`config.mk`:
```
export PLATFORM = sky130hd
export DESIGN_NAME = sparsemap_match_scan_flat
export DESIGN_NICKNAME = d
export VERILOG_FILES = /design/src/rtl/sparsemap_match_scan_if.sv /design/src/rtl/sparsemap_match_scan.sv /design/src/flat_wrapper.sv
export SDC_FILE = /design/constraint.sdc
export NUM_CORES = 1
export LEC_CHECK = 0
export ABC_AREA = 1
export CAP_MARGIN = 20
export CORE_UTILIZATION = 40
export CTS_CLUSTER_SIZE = 12
export DETAILED_ROUTE_END_ITERATION = 16
export MAX_ROUTING_LAYER = met4
export PLACE_DENSITY = 0.68
export SLEW_MARGIN = 20
export SYNTH_ARGS = -nofsm -noshare
export SYNTH_HDL_FRONTEND = slang
export SYNTH_SLANG_ARGS = --single-unit
```
`constraint.sdc`:
```
create_clock -name clk_i -period 5.2 [get_ports clk_i]
set_input_delay 1.04 -clock clk_i [delete_from_list [all_inputs] [get_ports clk_i]]
set_output_delay 1.04 -clock clk_i [all_outputs]
set_load 0.05 [all_outputs]
```
`src/rtl/sparsemap_match_scan_if.sv`:
```
// rtl/sparsemap_match_scan_if.sv - window-in / match-out bundle of the sparsemap match scanner
interface sparsemap_match_scan_if #(
    parameter int PREFIX_SUM_SIZE = 32,
    parameter int WIN_CNT_W       = 16
);
    localparam int AW = $clog2(PREFIX_SUM_SIZE);

    logic                       chunk_start_i;
    logic                       win_valid_i;
    logic                       win_ready_o;
    logic [PREFIX_SUM_SIZE-1:0] ifm_sparsemap_i;
    logic [PREFIX_SUM_SIZE-1:0] flt_sparsemap_i;
    logic                       match_ready_i;
    logic                       match_valid_o;
    logic [AW-1:0]              pri_enc_match_addr_o;
    logic                       pri_enc_end_o;
    logic [PREFIX_SUM_SIZE-1:0] sparsemap_o;
    logic [WIN_CNT_W-1:0]       win_cnt_o;

    // Scanner side.
    modport slave (
        input  chunk_start_i,
        input  win_valid_i,
        output win_ready_o,
        input  ifm_sparsemap_i,
        input  flt_sparsemap_i,
        input  match_ready_i,
        output match_valid_o,
        output pri_enc_match_addr_o,
        output pri_enc_end_o,
        output sparsemap_o,
        output win_cnt_o
    );

    // Feeder / consumer side.
    modport master (
        output chunk_start_i,
        output win_valid_i,
        input  win_ready_o,
        output ifm_sparsemap_i,
        output flt_sparsemap_i,
        output match_ready_i,
        input  match_valid_o,
        input  pri_enc_match_addr_o,
        input  pri_enc_end_o,
        input  sparsemap_o,
        input  win_cnt_o
    );
endinterface

```
`src/rtl/sparsemap_match_scan.sv`:
```
// rtl/sparsemap_match_scan.sv - ANDs IFM/filter sparsemaps and walks matched bits lowest-first
`ifndef PREFIX_SUM_SIZE
`define PREFIX_SUM_SIZE 32
`endif

module sparsemap_match_scan #(
    parameter int PREFIX_SUM_SIZE = `PREFIX_SUM_SIZE,
    parameter int WIN_CNT_W       = 16
) (
    input  logic                 clk_i,
    input  logic                 rst_i,
    sparsemap_match_scan_if.slave bus
);
    localparam int AW = $clog2(PREFIX_SUM_SIZE);

    typedef enum logic {IDLE = 1'b0, SCAN = 1'b1} state_t;

    state_t                     state_q, state_d;
    logic [PREFIX_SUM_SIZE-1:0] mask_q, mask_d;
    logic [PREFIX_SUM_SIZE-1:0] sparsemap_q, sparsemap_d;
    logic [WIN_CNT_W-1:0]       win_cnt_q, win_cnt_d;

    logic [PREFIX_SUM_SIZE-1:0] mask_rest;
    logic [AW-1:0]              lowest_idx;
    logic                       scan_end;
    logic                       win_done;
    logic                       win_ready;
    logic                       accept;

    // Mask with its lowest set bit removed; zero means at most one bit left.
    assign mask_rest = mask_q & (mask_q - PREFIX_SUM_SIZE'(1));
    assign scan_end  = (state_q == SCAN) && (mask_rest == '0);
    // Current window's last output is consumed this cycle (chunk_start suppresses it).
    assign win_done  = scan_end && bus.match_ready_i && !bus.chunk_start_i;
    // Ready while idle, or when the end beat retires so the next window follows with no bubble.
    assign win_ready = !bus.chunk_start_i && ((state_q == IDLE) || win_done);
    assign accept    = bus.win_valid_i && win_ready;

    // Priority encoder: index of the lowest set mask bit, 0 when empty.
    always_comb begin
        lowest_idx = '0;
        for (int i = PREFIX_SUM_SIZE - 1; i >= 0; i--) begin
            if (mask_q[i]) begin
                lowest_idx = AW'(i);
            end
        end
    end

    // FSM state register.
    always_ff @(posedge clk_i or negedge rst_i) begin
        if (!rst_i) begin
            state_q <= IDLE;
        end else begin
            state_q <= state_d;
        end
    end

    // FSM next state: chunk_start aborts, accept (re)enters SCAN, retired end beat returns to IDLE.
    always_comb begin
        state_d = state_q;
        if (bus.chunk_start_i) begin
            state_d = IDLE;
        end else if (accept) begin
            state_d = SCAN;
        end else if (win_done) begin
            state_d = IDLE;
        end
    end

    // FSM outputs: match beat presented only while scanning.
    always_comb begin
        bus.match_valid_o        = 1'b0;
        bus.pri_enc_match_addr_o = '0;
        bus.pri_enc_end_o        = 1'b0;
        if (state_q == SCAN) begin
            bus.match_valid_o        = |mask_q;
            bus.pri_enc_match_addr_o = lowest_idx;
            bus.pri_enc_end_o        = scan_end;
        end
        bus.win_ready_o = win_ready;
        bus.sparsemap_o = sparsemap_q;
        bus.win_cnt_o   = win_cnt_q;
    end

    // Datapath next values: load on accept, strip lowest bit on consume, count finished windows.
    always_comb begin
        mask_d      = mask_q;
        sparsemap_d = sparsemap_q;
        win_cnt_d   = win_cnt_q;
        if (bus.chunk_start_i) begin
            mask_d      = '0;
            sparsemap_d = '0;
            win_cnt_d   = '0;
        end else begin
            if (state_q == SCAN && bus.match_ready_i) begin
                mask_d = mask_rest;
            end
            if (win_done) begin
                win_cnt_d = win_cnt_q + WIN_CNT_W'(1);
            end
            if (accept) begin
                mask_d      = bus.ifm_sparsemap_i & bus.flt_sparsemap_i;
                sparsemap_d = bus.ifm_sparsemap_i;
            end
        end
    end

    // Datapath registers.
    always_ff @(posedge clk_i or negedge rst_i) begin
        if (!rst_i) begin
            mask_q      <= '0;
            sparsemap_q <= '0;
            win_cnt_q   <= '0;
        end else begin
            mask_q      <= mask_d;
            sparsemap_q <= sparsemap_d;
            win_cnt_q   <= win_cnt_d;
        end
    end

endmodule

```
`src/flat_wrapper.sv`:
```
// flat-port wrapper written by rule: the top's interface ports become plain ports
module sparsemap_match_scan_flat 
#(
    parameter int PREFIX_SUM_SIZE = `PREFIX_SUM_SIZE,
    parameter int WIN_CNT_W       = 16
)
  (clk_i, rst_i, bus_chunk_start_i, bus_win_valid_i, bus_win_ready_o, bus_ifm_sparsemap_i, bus_flt_sparsemap_i, bus_match_ready_i, bus_match_valid_o, bus_pri_enc_match_addr_o, bus_pri_enc_end_o, bus_sparsemap_o, bus_win_cnt_o);
  sparsemap_match_scan_if #(.PREFIX_SUM_SIZE(PREFIX_SUM_SIZE), .WIN_CNT_W(WIN_CNT_W)) bus_i ();
  input  logic clk_i;
  input  logic rst_i;
  input wire logic [$bits(bus_i.chunk_start_i)-1:0] bus_chunk_start_i;
  input wire logic [$bits(bus_i.win_valid_i)-1:0] bus_win_valid_i;
  output wire logic [$bits(bus_i.win_ready_o)-1:0] bus_win_ready_o;
  input wire logic [$bits(bus_i.ifm_sparsemap_i)-1:0] bus_ifm_sparsemap_i;
  input wire logic [$bits(bus_i.flt_sparsemap_i)-1:0] bus_flt_sparsemap_i;
  input wire logic [$bits(bus_i.match_ready_i)-1:0] bus_match_ready_i;
  output wire logic [$bits(bus_i.match_valid_o)-1:0] bus_match_valid_o;
  output wire logic [$bits(bus_i.pri_enc_match_addr_o)-1:0] bus_pri_enc_match_addr_o;
  output wire logic [$bits(bus_i.pri_enc_end_o)-1:0] bus_pri_enc_end_o;
  output wire logic [$bits(bus_i.sparsemap_o)-1:0] bus_sparsemap_o;
  output wire logic [$bits(bus_i.win_cnt_o)-1:0] bus_win_cnt_o;
  assign bus_i.chunk_start_i = bus_chunk_start_i;
  assign bus_i.win_valid_i = bus_win_valid_i;
  assign bus_win_ready_o = bus_i.win_ready_o;
  assign bus_i.ifm_sparsemap_i = bus_ifm_sparsemap_i;
  assign bus_i.flt_sparsemap_i = bus_flt_sparsemap_i;
  assign bus_i.match_ready_i = bus_match_ready_i;
  assign bus_match_valid_o = bus_i.match_valid_o;
  assign bus_pri_enc_match_addr_o = bus_i.pri_enc_match_addr_o;
  assign bus_pri_enc_end_o = bus_i.pri_enc_end_o;
  assign bus_sparsemap_o = bus_i.sparsemap_o;
  assign bus_win_cnt_o = bus_i.win_cnt_o;
  sparsemap_match_scan #(.PREFIX_SUM_SIZE(PREFIX_SUM_SIZE), .WIN_CNT_W(WIN_CNT_W)) u_core (.clk_i(clk_i), .rst_i(rst_i), .bus(bus_i));
endmodule
```
After elaboration in Yosys (flattened, before gate mapping)
Cells that the tools add are included.
- add/subtract/negate cells: 2
- mux-type cells: 45
- bitwise logic cells: 3
- reductions and logical operators: 14
- operators by type and width (operator ; number):
    5-bit two-way mux ; 33
    32-bit two-way mux ; 5
    32-bit AND ; 2
    32-bit logical NOT ; 1
    16-bit two-way mux ; 2
    32-bit OR reduction ; 1
    32-bit by 1-bit subtractor with 32-bit output (second input constant) ; 1
    16-bit by 1-bit adder with 16-bit output (second input constant) ; 1
    1-bit logical AND ; 6
    3-bit nonzero test ; 2
    1-bit two-way mux ; 5
    2-bit nonzero test ; 2
    1-bit logical NOT ; 1
    1-bit logical OR ; 1
    1-bit NOT ; 1
- flip-flop bits (word level): 81
- input bits: 69
- output and inout bits: 56
- word-level logic and storage cells: 68

Longest topological paths before layout
- depth in word-level cells: 33
- depth in mapped cells: 31
- gate-level depth less buffers: 31

Worst setup path after synthesis
Ideal clock, no wire load.
- path type: reg-to-output
- from: register u_core.mask_q[2]
- to: output port bus_pri_enc_end_o
- arrival: 2.873 ns
- data required time: 4.160 ns
- slack: 1.287 ns
- cell stages (with the launch flop): 14
- buffers on the path: 0
- path through: dfrtp_1 -> inv_2 -> nand2_2 -> nor2_4 -> nand2_4 -> nor2_8 -> inv_2 -> nor2_2 -> inv_2 -> a2111oi_0 -> nand3_1 -> nor3_1 -> nand4_1 -> nor3_1
- cells in the longest elaborated chain, start to end: 5
- ends and longest elaborated chain (item ; line ; RTL):
    start: declaration ; sparsemap_match_scan.sv:19 ; logic [PREFIX_SUM_SIZE-1:0] mask_q, mask_d;
    start signal: assignment ; sparsemap_match_scan.sv:115 ; mask_q <= mask_d;
    32-bit by 1-bit subtractor with 32-bit output ; sparsemap_match_scan.sv:31 ; assign mask_rest = mask_q & (mask_q - PREFIX_SUM_SIZE'(1));
    32-bit AND * ; sparsemap_match_scan.sv:31 ;
    32-bit logical NOT * ; sparsemap_match_scan.sv:32 ; assign scan_end = (state_q == SCAN) && (mask_rest == '0);
    1-bit logical AND * ; sparsemap_match_scan.sv:32 ;
    1-bit two-way mux * ; sparsemap_match_scan.sv:75 ; if (state_q == SCAN) begin
    end: declaration ; flat_wrapper.sv:19 ; output wire logic [$bits(bus_i.pri_enc_end_o)-1:0] bus_pri_enc_end_o;
Mark *: on every way between the ends. The rest lies on a longest branch, timed or not.

Final worst setup path
- from: register u_core.mask_q[2]
- to: output port bus_win_ready_o
- cells in the longest elaborated chain, start to end: 8
- ends and longest elaborated chain (item ; line ; RTL):
    32-bit by 1-bit subtractor with 32-bit output ; sparsemap_match_scan.sv:31 ;
    32-bit AND * ; sparsemap_match_scan.sv:31 ;
    32-bit logical NOT * ; sparsemap_match_scan.sv:32 ;
    1-bit logical AND * ; sparsemap_match_scan.sv:32 ;
    1-bit logical AND * (2 in a row) ; sparsemap_match_scan.sv:34 ; assign win_done = scan_end && bus.match_ready_i && !bus.chunk_start_i;
    1-bit logical OR * ; sparsemap_match_scan.sv:36 ; assign win_ready = !bus.chunk_start_i && ((state_q == IDLE) || win_done);
    1-bit logical AND * ; sparsemap_match_scan.sv:36 ;
    end: declaration ; flat_wrapper.sv:13 ; output wire logic [$bits(bus_i.win_ready_o)-1:0] bus_win_ready_o;
Marked as above.

==> flow_metrics.py <==
metrics = {
    "global_routing": {
        "grt_pass1_wl_um": 21160,
        "grt_usage_pct": 23.67,
        "grt_pass1_vias": 4363,
        "grt_max_degree": 82,
        "antenna_found_initial": 0,
        "grt.overflow.total": 0,
    },
    "timing": {
        "max_freq_mhz": 215.3,
        "drv_slew": 0,
        "max_slew.worst_pin.slew_ns": 0.7812,
        "min_period_ns": 4.644,
        "skew_ns": 0.003370,
        "setup-tns-final_ns": 0,
        "relSlewSlack_pct": 47.81,
        "fin_hold_ws_ns": 0.5018,
        "finalCritPeriodShare_pct": 89.31,
        "setup_viol": 0,
        "hold_viol_final": 0,
        "rsz0062_at_grt": "no",
    },
    "logic_synthesis": {
        "synth_top_cell_by_area": "dfrtp_1",
        "netlist_instances": 640,
        "avgSynthCellArea_um2": 7.267,
        "synth_top_area_share_pct": 43.58,
        "ys_warn_count": 0,
        "ys_seq_area_share_pct": 43.58,
        "synthesis.area_um2": 4651,
        "yosysUniqueCellTypes": 40,
        "synth-seq-cells": 81,
        "synthTopCellsByArea": "dfrtp_1 44%, nand2_1 15%, nand3_1 7.6%",
        "syn-num-nets": 710,
    },
    "clock_tree": {
        "cts_max_level": 3,
        "numCtsBuffers": 9,
        "cts_buffer_depth": 2,
        "cts_hold_buf": 0,
        "clock_sinks": 81,
        "cts_root_buffer": "clkbuf_16",
        "clk_latency_ns": 0.34,
        "post_cts_buffers": 0,
        "tritoncts": "yes",
        "path_clk_slew_ns": 0.06,
        "cts_resized": 0,
    },
    "floorplan": {
        "die_w_um": 109.8,
        "core_um2": 11370,
        "rows": 39,
        "boundaryPins": 125,
        "start_util_pct": 40.90,
        "dieArea_um2": 12060,
        "fp.dieH_um": 109.8,
    },
    "placed_design": {
        "gp_congestion": 0.9624,
        "portBuffers": 124,
        "hpwl_um": 9430,
    },
    "setup_path": {
        "worst-path-max-fanout": 7,
        "reg2reg_depth": 18,
        "end_kind": "output port",
        "worstSetupPathType": "reg -> out",
        "cp_data_required_time_ns": 4.16,
        "crit_arrival_ns": 3.60,
        "start_kind": "register",
    },
    "layout": {
        "final_cell_mix": "188 x nand2_1, 123 x clkdlybuf4s50_1, 81 x dfrtp_1, 71 x nand3_1, 65 x inv_1",
        "area_delta_synth_final_pct": 34.11,
        "layout.nets": 823,
        "diodes": 0,
        "layout_commonest_cell": "nand2_1",
        "drive_above_1_share_pct": 7.124,
    },
    "hold_path": {
        "whs_path_depth": 2,
        "hold_path_class": "reg -> reg",
    },
    "pwr": {
        "power_density_nw_per_um2": 313.7,
        "ir_drop_mv": 0.1400,
        "p_leak_uw": 0.002887,
        "totalPowerFinal_uw": 1957,
    },
    "route": {
        "antenna_left": 0,
        "routed_wl_um": 13290,
        "first_iter_violations": 330,
        "drtPass1Iterations": 5,
        "wire_per_inst_um": 14.75,
        "via_per_inst": 5.172,
        "drcViolationCount": 0,
        "via_count": 4660,
    },
    "outcome": {
        "outcome": "finished clean",
    },
    "flow_run": {
        "drv_cap": 0,
    },
}
## cell type report
| cell class | count | area (um^2) |
|---|---|---|
| sequential | 81 | 2027 |
| multi-input combinational | 458 | 2177 |
| clock buffer | 13 | 250.2 |
| clock inverter | 3 | 40.04 |
| timing repair buffer | 127 | 1277 |
| inverter | 76 | 286.5 |
| fill | 1129 | 5132 |
| tap | 143 | 178.9 |
## stage by stage
stage	setup WS [ns]	instance area, um^2	cells	util [%]
2_1_floorplan	1.287	4651	640	-
3_3_place_gp	1.004	5943	885	52.27
3_5_place_dp	0.9440	5943	885	52.27
4_1_cts	0.5331	6233	901	54.83
5_1_grt	0.3198	6237	901	54.86
6_report	0.5560	6237	901	54.86
## Yosys cell counts, drive strengths merged
master / number
or2: 2
nor4: 6
nand4: 7
o221a: 1
a21oi: 21
ha: 1
o2111ai: 1
and3: 2
a31o: 1
a211oi: 2
clkbuf: 2
a221oi: 1
a2111oi: 1
nor2: 56
clkinv: 1
dfrtp: 81
nand2: 194
nor3: 13
buf: 23
o31ai: 2
o21ai: 69
inv: 75
nand3: 71
a31oi: 7
## power by group
part / switching, uW / internal (uW)
sequential: 32.5 / 673
clock: 248 / 384
combinational: 408 / 212
## final timing paths
| path | from | end | slack (ns) |
|---|---|---|---|
| min reg2reg | u_core.bus.sparsemap_o[14] | u_core.bus.sparsemap_o[14] | 0.50 |
| max reg2reg | u_core.mask_q[2] | u_core.mask_q[7] | 1.07 |
| min | u_core.bus.sparsemap_o[14] | u_core.bus.sparsemap_o[14] | 0.50 |
| max in group asynchronous | rst_i | u_core.bus.win_cnt_o[12] | 3.94 |
| min in group asynchronous | rst_i | u_core.bus.sparsemap_o[18] | 0.74 |
| max | u_core.mask_q[2] | bus_win_ready_o | 0.56 |
## worst max-delay path: stages, from the launching register on
cell and delay, ns:
dfrtp_1 0.38, inv_2 0.09, nand2_2 0.08, nor2_4 0.20
nand2_4 0.13, nor4_2 0.28, a21oi_1 0.15, nor4_1 0.27
nand2_1 0.11, nor3_1 0.29, nand4_4 0.22, a21oi_4 0.23
clkdlybuf4s50_1 0.83
## logic make-up (layout without fill, tap and decap cells)
kind of cell	after synthesis	after routing	share of synthesized area, %
flip-flops	81	81	43.58
adder cells (fa/ha/maj)	1	1	0.2690
buffers and inverters	101	219	9.604
AND/OR/NAND/NOR	351	351	33.71
AO/OA/AOI/OAI	106	106	12.83
## flip-flops by register name (all words and copies together), names as in the netlist
signal	count
u_core.mask_q	32
u_core.state_q	1
u_core.bus.win_cnt_o	16
u_core.bus.sparsemap_o	32
## layer usage
layer | global-route usage, % | part of all wire, % | wire length (um)
met1 | 31.10 | 45 | 6002
met5 | - | 0 | 0
met2 | 37.01 | 48 | 6344
met4 | 6.476 | 1.0 | 139
met3 | 4.920 | 6.0 | 800
Power figures use the tool's default switching activity.
